**src/rtl/avalon_dual_master_arbiter.sv**
```systemverilog
// ---------------------------------------------------------------------------
// avalon_dual_master_arbiter
//
// Merges two Avalon-MM masters (m0 = instruction port, m1 = external/data
// port) onto one downstream Avalon-MM master port. Grants are round-robin.
// LOCK keeps the grant across back-to-back transfers. BEGINTRANSFER is
// regenerated downstream once per transfer.
//
// Handshake: a master holds ADDRESS/WRITEDATA/READ/WRITE stable while its
// WAITREQUEST is 1. A transfer completes in the cycle where the granted
// master requests (READ|WRITE) and s_WAITREQUEST is 0. Read data is valid to
// the granted master in that completion cycle only. READ and WRITE asserted
// together are treated as a write.
//
// Optional feature macro: ARB_TIMEOUT_EN
//   When it is defined, a watchdog counts consecutive stalled cycles of the
//   granted transfer. When the count reaches TIMEOUT_CYCLES, the next cycle
//   is a forced completion: READDATA = 32'hDEADBEEF, the downstream strobes
//   drop, arb_error is set (sticky until reset) and the FSM returns to IDLE.
//   When it is undefined, there is no watchdog and arb_error is tied to 0.
//
// Ports:
//   CLK, RST_N                 clock (rising edge), async active-low reset
//   m0_* / m1_*                upstream Avalon-MM slave-side ports
//   s_*                        downstream Avalon-MM master-side port
//   arb_error                  sticky watchdog timeout flag
//   dbg_state                  current FSM state (0 IDLE, 1 GNT0, 2 GNT1)
// ---------------------------------------------------------------------------
module avalon_dual_master_arbiter #(
    parameter int WIDTH          = 32,
    parameter int TIMEOUT_CYCLES = 255
) (
    input  logic             CLK,
    input  logic             RST_N,
    // master 0 (instruction)
    input  logic [WIDTH-1:0] m0_ADDRESS,
    input  logic             m0_BEGINTRANSFER,
    input  logic             m0_READ,
    input  logic             m0_WRITE,
    input  logic [WIDTH-1:0] m0_WRITEDATA,
    input  logic             m0_LOCK,
    output logic [WIDTH-1:0] m0_READDATA,
    output logic             m0_WAITREQUEST,
    // master 1 (external / data)
    input  logic [WIDTH-1:0] m1_ADDRESS,
    input  logic             m1_BEGINTRANSFER,
    input  logic             m1_READ,
    input  logic             m1_WRITE,
    input  logic [WIDTH-1:0] m1_WRITEDATA,
    input  logic             m1_LOCK,
    output logic [WIDTH-1:0] m1_READDATA,
    output logic             m1_WAITREQUEST,
    // downstream slave
    output logic [WIDTH-1:0] s_ADDRESS,
    output logic [WIDTH-1:0] s_WRITEDATA,
    output logic             s_BEGINTRANSFER,
    output logic             s_READ,
    output logic             s_WRITE,
    output logic             s_LOCK,
    input  logic [WIDTH-1:0] s_READDATA,
    input  logic             s_WAITREQUEST,
    // status / debug
    output logic             arb_error,
    output logic [1:0]       dbg_state
);

    typedef enum logic [1:0] {
        IDLE = 2'd0,
        GNT0 = 2'd1,
        GNT1 = 2'd2
    } state_t;

    localparam logic [WIDTH-1:0] DEAD_WORD = WIDTH'(32'hDEADBEEF);

    state_t state, state_next;
    logic   last_grant;     // 0: m0 was last served, 1: m1 was last served
    logic   in_transfer;    // a transfer was started and has not completed
    logic   in_transfer_next;

    logic req0, req1;
    logic gnt_any, sel1;
    logic g_req, g_read, g_write, g_lock;
    logic [WIDTH-1:0] g_addr, g_wdata;
    logic done;
    logic forced;           // watchdog-forced completion this cycle

    assign req0 = m0_READ | m0_WRITE;
    assign req1 = m1_READ | m1_WRITE;

    assign gnt_any = (state == GNT0) || (state == GNT1);
    assign sel1    = (state == GNT1);

    // Granted master's request signals. A simultaneous READ+WRITE is a write.
    assign g_req   = sel1 ? req1 : req0;
    assign g_write = sel1 ? m1_WRITE : m0_WRITE;
    assign g_read  = (sel1 ? m1_READ : m0_READ) & ~g_write;
    assign g_lock  = sel1 ? m1_LOCK : m0_LOCK;
    assign g_addr  = sel1 ? m1_ADDRESS : m0_ADDRESS;
    assign g_wdata = sel1 ? m1_WRITEDATA : m0_WRITEDATA;

    assign done = gnt_any & g_req & (~s_WAITREQUEST | forced);

    assign dbg_state = state;

    // -----------------------------------------------------------------------
    // State registers
    // -----------------------------------------------------------------------
    always_ff @(posedge CLK or negedge RST_N) begin
        if (!RST_N) begin
            state       <= IDLE;
            last_grant  <= 1'b1;
            in_transfer <= 1'b0;
        end else begin
            state       <= state_next;
            in_transfer <= in_transfer_next;
            if (done) begin
                last_grant <= sel1;
            end
        end
    end

    // -----------------------------------------------------------------------
    // Next state
    // -----------------------------------------------------------------------
    always_comb begin
        state_next = state;
        case (state)
            IDLE: begin
                if (req0 && req1) begin
                    state_next = last_grant ? GNT0 : GNT1;
                end else if (req0) begin
                    state_next = GNT0;
                end else if (req1) begin
                    state_next = GNT1;
                end
            end
            GNT0, GNT1: begin
                if (forced) begin
                    state_next = IDLE;
                end else if (done) begin
                    state_next = g_lock ? state : IDLE;
                end else if (!g_req && !g_lock) begin
                    state_next = IDLE;
                end
            end
            default: state_next = IDLE;
        endcase
    end

    // A transfer stays "started" from its first granted request cycle until it
    // completes; this suppresses BEGINTRANSFER during wait states.
    assign in_transfer_next = gnt_any & g_req & ~done & (state_next == state);

    // -----------------------------------------------------------------------
    // Output routing
    // -----------------------------------------------------------------------
    always_comb begin
        s_ADDRESS       = '0;
        s_WRITEDATA     = '0;
        s_READ          = 1'b0;
        s_WRITE         = 1'b0;
        s_LOCK          = 1'b0;
        s_BEGINTRANSFER = 1'b0;
        m0_READDATA     = '0;
        m1_READDATA     = '0;
        m0_WAITREQUEST  = req0;
        m1_WAITREQUEST  = req1;

        if (gnt_any) begin
            s_ADDRESS       = g_addr;
            s_WRITEDATA     = g_wdata;
            s_LOCK          = g_lock;
            s_READ          = g_read & ~forced;
            s_WRITE         = g_write & ~forced;
            s_BEGINTRANSFER = g_req & ~in_transfer & ~forced;
            m0_READDATA     = s_READDATA;
            m1_READDATA     = s_READDATA;
            if (sel1) begin
                m0_WAITREQUEST = 1'b1;
                m1_WAITREQUEST = req1 & s_WAITREQUEST & ~forced;
                if (forced) begin
                    m1_READDATA = DEAD_WORD;
                end
            end else begin
                m1_WAITREQUEST = 1'b1;
                m0_WAITREQUEST = req0 & s_WAITREQUEST & ~forced;
                if (forced) begin
                    m0_READDATA = DEAD_WORD;
                end
            end
        end
    end

`ifdef ARB_TIMEOUT_EN
    // -----------------------------------------------------------------------
    // Hang watchdog
    // -----------------------------------------------------------------------
    localparam int CW = (TIMEOUT_CYCLES < 1) ? 1 : $clog2(TIMEOUT_CYCLES + 1);

    logic [CW-1:0] wd_cnt;
    logic          arb_error_q;

    assign forced    = gnt_any & g_req & (wd_cnt == CW'(TIMEOUT_CYCLES));
    assign arb_error = arb_error_q;

    always_ff @(posedge CLK or negedge RST_N) begin
        if (!RST_N) begin
            wd_cnt      <= '0;
            arb_error_q <= 1'b0;
        end else begin
            // Count only consecutive stalled cycles of the same grant.
            if (gnt_any && g_req && s_WAITREQUEST && !forced && (state_next == state)) begin
                wd_cnt <= wd_cnt + CW'(1);
            end else begin
                wd_cnt <= '0;
            end
            if (forced) begin
                arb_error_q <= 1'b1;
            end
        end
    end
`else
    logic [31:0] unused_timeout;

    assign forced         = 1'b0;
    assign arb_error      = 1'b0;
    assign unused_timeout = TIMEOUT_CYCLES;
`endif

    // Upstream BEGINTRANSFER is regenerated downstream, so the inputs are unused.
    logic unused_begintransfer;
    assign unused_begintransfer = m0_BEGINTRANSFER ^ m1_BEGINTRANSFER;

endmodule

```
**config.mk**
```make
export PLATFORM = sky130hd
export DESIGN_NAME = avalon_dual_master_arbiter
export DESIGN_NICKNAME = d
export VERILOG_FILES = /design/src/rtl/avalon_dual_master_arbiter.sv
export SDC_FILE = /design/constraint.sdc
export NUM_CORES = 1
export LEC_CHECK = 0
export BUFFER_PORTS_ARGS = -buffer_cell sky130_fd_sc_hd__buf_2
export CORE_AREA = 2 2 119 121
export CTS_CLUSTER_DIAMETER = 60
export CTS_CLUSTER_SIZE = 8
export DETAILED_ROUTE_END_ITERATION = 10
export DIE_AREA = 0 0 121 123
export GPL_ROUTABILITY_DRIVEN = 1
export SYNTH_ARGS = -nofsm -noshare
export SYNTH_HDL_FRONTEND = slang
export SYNTH_SLANG_ARGS = --single-unit
```
**constraint.sdc**
```tcl
create_clock -name CLK -period 1.9 [get_ports CLK]
set_input_delay 0.38 -clock CLK [delete_from_list [all_inputs] [get_ports CLK]]
set_output_delay 0.38 -clock CLK [all_outputs]
set_load 0.05 [all_outputs]
```
# Word-level counts from Yosys, hierarchy flattened
# Cells that the tools add are included.
dict set report op_classes {
  n_eq_ne 3
  reduce_logical 7
  bitwise_logic 14
  muxes 25
}
# cell count
set op_table {}
lappend op_table {{two-way mux 32 bit} 5}
lappend op_table {{two-way mux 2 bit} 7}
lappend op_table {{two-way mux 1 bit} 12}
lappend op_table {{AND 1 bit} 8}
lappend op_table {{inverter 1 bit} 4}
lappend op_table {{case mux 2 bit (2 select lines)} 1}
lappend op_table {{== test 2 x 1 -> 1 bit (second input constant)} 1}
lappend op_table {{== test 2 bit} 1}
lappend op_table {{== test 2 bit (second input constant)} 1}
lappend op_table {{logical AND 1 bit} 2}
lappend op_table {{logical NOT 1 bit} 2}
lappend op_table {{logical NOT 2 bit} 1}
lappend op_table {{bitwise OR 1 bit} 2}
lappend op_table {{OR reduction 2 bit} 1}
lappend op_table {{logical OR 1 bit} 1}
dict set report totals {
  out_inout_bits 137
  word_cells 52
  inputBits 171
  reg_bits 4
}

# Longest topological paths before layout
dict set report depth {
  ltp_word 9
  ltp_mapped 7
  mapped_depth_nobuf 5
}

# Worst setup path after synthesis
# No wires, ideal clock.
dict set report synth_timing {
  path_type {register -> output}
  startpoint {register state[0], in the netlist dbg_state[0]}
  endpoint {output m0_WAITREQUEST}
  path_stages_with_launch 6
  setup_slack_ns -0.995
  path_buffers 1
  arrival_time_ns 2.515
  cell_sequence {dfrtp_1 > inv_1 > ha_1 > buf_2 > nor2b_1 > o21ai_0}
}
dict set report synth_between {
  elab_chain_cells 3
  elab_cells_between_ends 5
  cone_classes {2 x eq/ne; 2 x mux; 1 x reduce/logical}
}
# item line
set synth_rtl {}
lappend synth_rtl {{from (decl)} 75} ;# state_t state, state_next;
lappend synth_rtl {{from (signal assigned)} 114} ;# state <= state_next;
lappend synth_rtl {{== test 2 bit / == test 2 x 1 -> 1 bit (equally long branches)} {90, 91}}
lappend synth_rtl {{two-way mux 1 bit / logical OR 1 bit (equally long branches)} {178, 90}}
lappend synth_rtl {{two-way mux 1 bit (*)} 169} ;# if (gnt_any) begin
lappend synth_rtl {{to (decl)} 43} ;# output logic m0_WAITREQUEST,
# Every way passes the cells marked *; elsewhere a longest branch is shown, timed or not.

# Worst setup path in the final report
dict set report layout_timing {
  startpoint {register state[0], in the netlist dbg_state[0]}
  endpoint {output s_ADDRESS[14]}
}
dict set report layout_between {
  elab_chain_cells 3
  elab_cells_between_ends 5
  cone_classes {2 x eq/ne; 2 x mux; 1 x reduce/logical}
}
# item line
set layout_rtl {}
lappend layout_rtl {{== test 2 bit (*)} 91} ;# assign sel1 = (state == GNT1);
lappend layout_rtl {{named net sel1} 81} ;# logic gnt_any, sel1;
lappend layout_rtl {{two-way mux 32 bit / logical OR 1 bit (equally long branches)} {98, 90}}
lappend layout_rtl {{two-way mux 32 bit (*)} 169}
lappend layout_rtl {{to (decl)} 54} ;# output logic [WIDTH-1:0] s_ADDRESS,
# Mark *: on every way through the listed nets, which the timed path passes. The rest lies on a longest branch.

==> impl_metrics.toml <==
[floorplanning]
ioPinCount = 308
rows = 43
die_y_um = 123
coreArea_sq_mm = 0.0136
die_width_um = 121
die-area_sq_mm = 0.0149
start_util_pct = 13.3

[grt]
overflow = 0
grt_pass1_wl_mm = 15.6
grt_antenna_before_repair = 0
grt_pass1_vias = 3018
grt_start_max_net_pins = 14
grt_usage_pct = 13.3

[routing]
drcViolationCount = 0
wl_mm = 11.2
ant_nets = 0
drtIter0Drc = 63
num_vias = 3047
first_pass_iters = 4
drt-wirelength-per-cell_um = 14.9
avgViaCountPerCell = 4.06

[timing]
fmax_mhz = 461
finalSetupViolations = 134
hold_violations = 0
rsz0062_at_grt = "true"
min_period_over_period_pct = 114
setup_ws_ps = -271
drv_slew = 0
min_period_ps = 2170
tns_ps = -19650
clock_skew_ps = 1.60

[place]
place_area_sq_mm = 0.00427
place_ws_ps = -100
place_congestion = 0.735
place_hpwl_mm = 7.93
io_buffer_count = 304

[clock_network]
cts_buffer_depth = 2
cts-buffers-inserted = 3
clk_latency_ps = 230
clock-sinks = 4
htree_levels = 1
cts_root_buf = "clkbuf_16"
cts.clk_slew.worst_paths_ps = 30
cts_tree = "built"

[yosys]
synth_top_area_share_pct = 36.5
ys_seq_elements = 4
avgSynthCellArea_sq_um = 6.94
synth_top_cell_by_area = "mux2i_1"
synth_area_sq_mm = 0.00181
syn_inst = 261
synth.net_count = 435
yosys.cell_types.count = 36
yosys-top-cells-area = "mux2i_1 (36%), nor2_1 (15%), buf_4 (14%)"
yosys_warnings = 0
yosysSeqAreaShare_pct = 5.59

[layout]
layout-drive-gt1-share_pct = 94.2
antennaDiodeCount = 0
area_growth_pct = 255
nFillCells = 1230
final_area_sq_mm = 0.00643
finish.utilization_pct = 47.2
final_cell_mix = "buf_2 (175), buf_8 (72), nor2_4 (67)"
num-nets-final = 746
mostFrequentLayoutCell = "buf_2"

[critical_path]
critPathArrivalTime_ps = 1790
start_kind = "flop"
crit_path_max_fanout = 14
reg2regPathDepth = 6
critPathKind = "flop to output port"
setup.worst_path.end_class = "output port"
cp.required_ps = 1520

[min_path]
hold_depth = 2
min_path_type = "input pin to flop"

[run_status]
outcome = "complete, but fails checks"
violations = "negative setup slack"

[run]
cap_violations = 0
## cells by family (layout without fill, tap and decap cells)
| logic type | count (synthesis) | in the layout | share of synthesized area [%] |
|---|---|---|---|
| and+or+nand+nor | 115 | 115 | 30.2 |
| muxes | 66 | 66 | 36.5 |
| buffers and inverters | 56 | 366 | 19.3 |
| AOI/OAI and AO/OA | 16 | 16 | 6.22 |
| DFF | 4 | 4 | 5.59 |
| adders and majority gates | 3 | 3 | 2.07 |
| other | 1 | 1 | 0.207 |
## cell type report
cell class / instances / area (sq um) / area share [%]
Sequential cell: 4 / 104 / 1.62
Multi-Input combinational cell: 201 / 2630 / 40.9
Clock buffer: 4 / 78.8 / 1.23
Timing Repair Buffer: 358 / 3360 / 52.4
Tap cell: 180 / 225 / 3.50
Inverter: 4 / 25.0 / 0.389
## cells in the mapped netlist
| master | n |
|---|---|
| nor3b_1 | 1 |
| or3b_2 | 1 |
| a22o_1 | 1 |
| o21a_1 | 2 |
| nand2_1 | 3 |
| o21bai_1 | 1 |
| nor4b_1 | 1 |
| mux2i_1 | 66 |
| a211oi_1 | 1 |
| and2_1 | 32 |
| a31oi_1 | 1 |
| conb_1 | 1 |
| nand3b_1 | 1 |
| buf_4 | 34 |
| or2_2 | 1 |
| o31ai_1 | 1 |
| nor3_1 | 1 |
| inv_2 | 1 |
| buf_1 | 2 |
| buf_2 | 9 |
| clkbuf_1 | 7 |
| o21ai_0 | 2 |
| o32a_1 | 1 |
| o22ai_1 | 1 |
| nor4bb_1 | 1 |
| nor2_1 | 70 |
| dfstp_2 | 1 |
| nand2b_1 | 1 |
| a21oi_1 | 2 |
| o32ai_1 | 1 |
| inv_1 | 3 |
| ha_1 | 3 |
| nor2b_1 | 1 |
| or3_1 | 1 |
| dfrtp_1 | 3 |
| a22oi_1 | 2 |
## layer usage
layer / wire length [um] / track usage, % / up-vias / part of all wire (%)
li1: - / - / 1470 / -
met5: 0 / 0 / - / 0
met1: 3970 / 15.3 / 1382 / 35
met3: 803 / 1.57 / 10 / 7.2
met4: 119 / 2.03 / 0 / 1.1
met2: 6330 / 26.5 / 185 / 56
## worst max-delay path, cell delays in order (launching register included)
cell,delay (ps)
dfrtp_2,410
inv_4,90
ha_4,200
buf_12,170
clkbuf_16,200
mux2i_4,260
nor2_4,60
buf_6,160
## timing repair
action | in CTS | in global routing
gates cloned | 9 | 2
hold buffers | 1 | 0
pin swaps | 31 | 10
setup endpoints to repair | 134 | 134
endpoints found under the hold margin | 3 | 0
gates resized for setup | 347 | 115
buffers inserted | 15 | 2
## stage by stage
| stage | hold slack [ps] | cells |
|---|---|---|
| 2_1_floorplan | 84.4 | 261 |
| 4_1_cts | 485 | 752 |
| 3_5_place_dp | 197 | 724 |
| 6_report | 489 | 751 |
| 3_3_place_gp | 193 | 724 |
| 5_1_grt | 492 | 751 |
## worst paths after layout
check | from | to | slack (ps)
setup / recovery | dbg_state[0] | s_ADDRESS[14] | -270
hold / removal | s_WAITREQUEST | in_transfer | 490
hold reg to reg | last_grant | last_grant | 570
min in group asynchronous | RST_N | in_transfer | 500
max in group asynchronous | RST_N | last_grant | 1190
setup reg to reg | dbg_state[1] | dbg_state[0] | 130
## registers in the layout (all words and copies together) (netlist names)
register     cells
dbg_state        2
in_transfer      1
last_grant       1
Power is not shown: default switching activity piles up to over one toggle a cycle in this logic, so the estimate is an artifact.
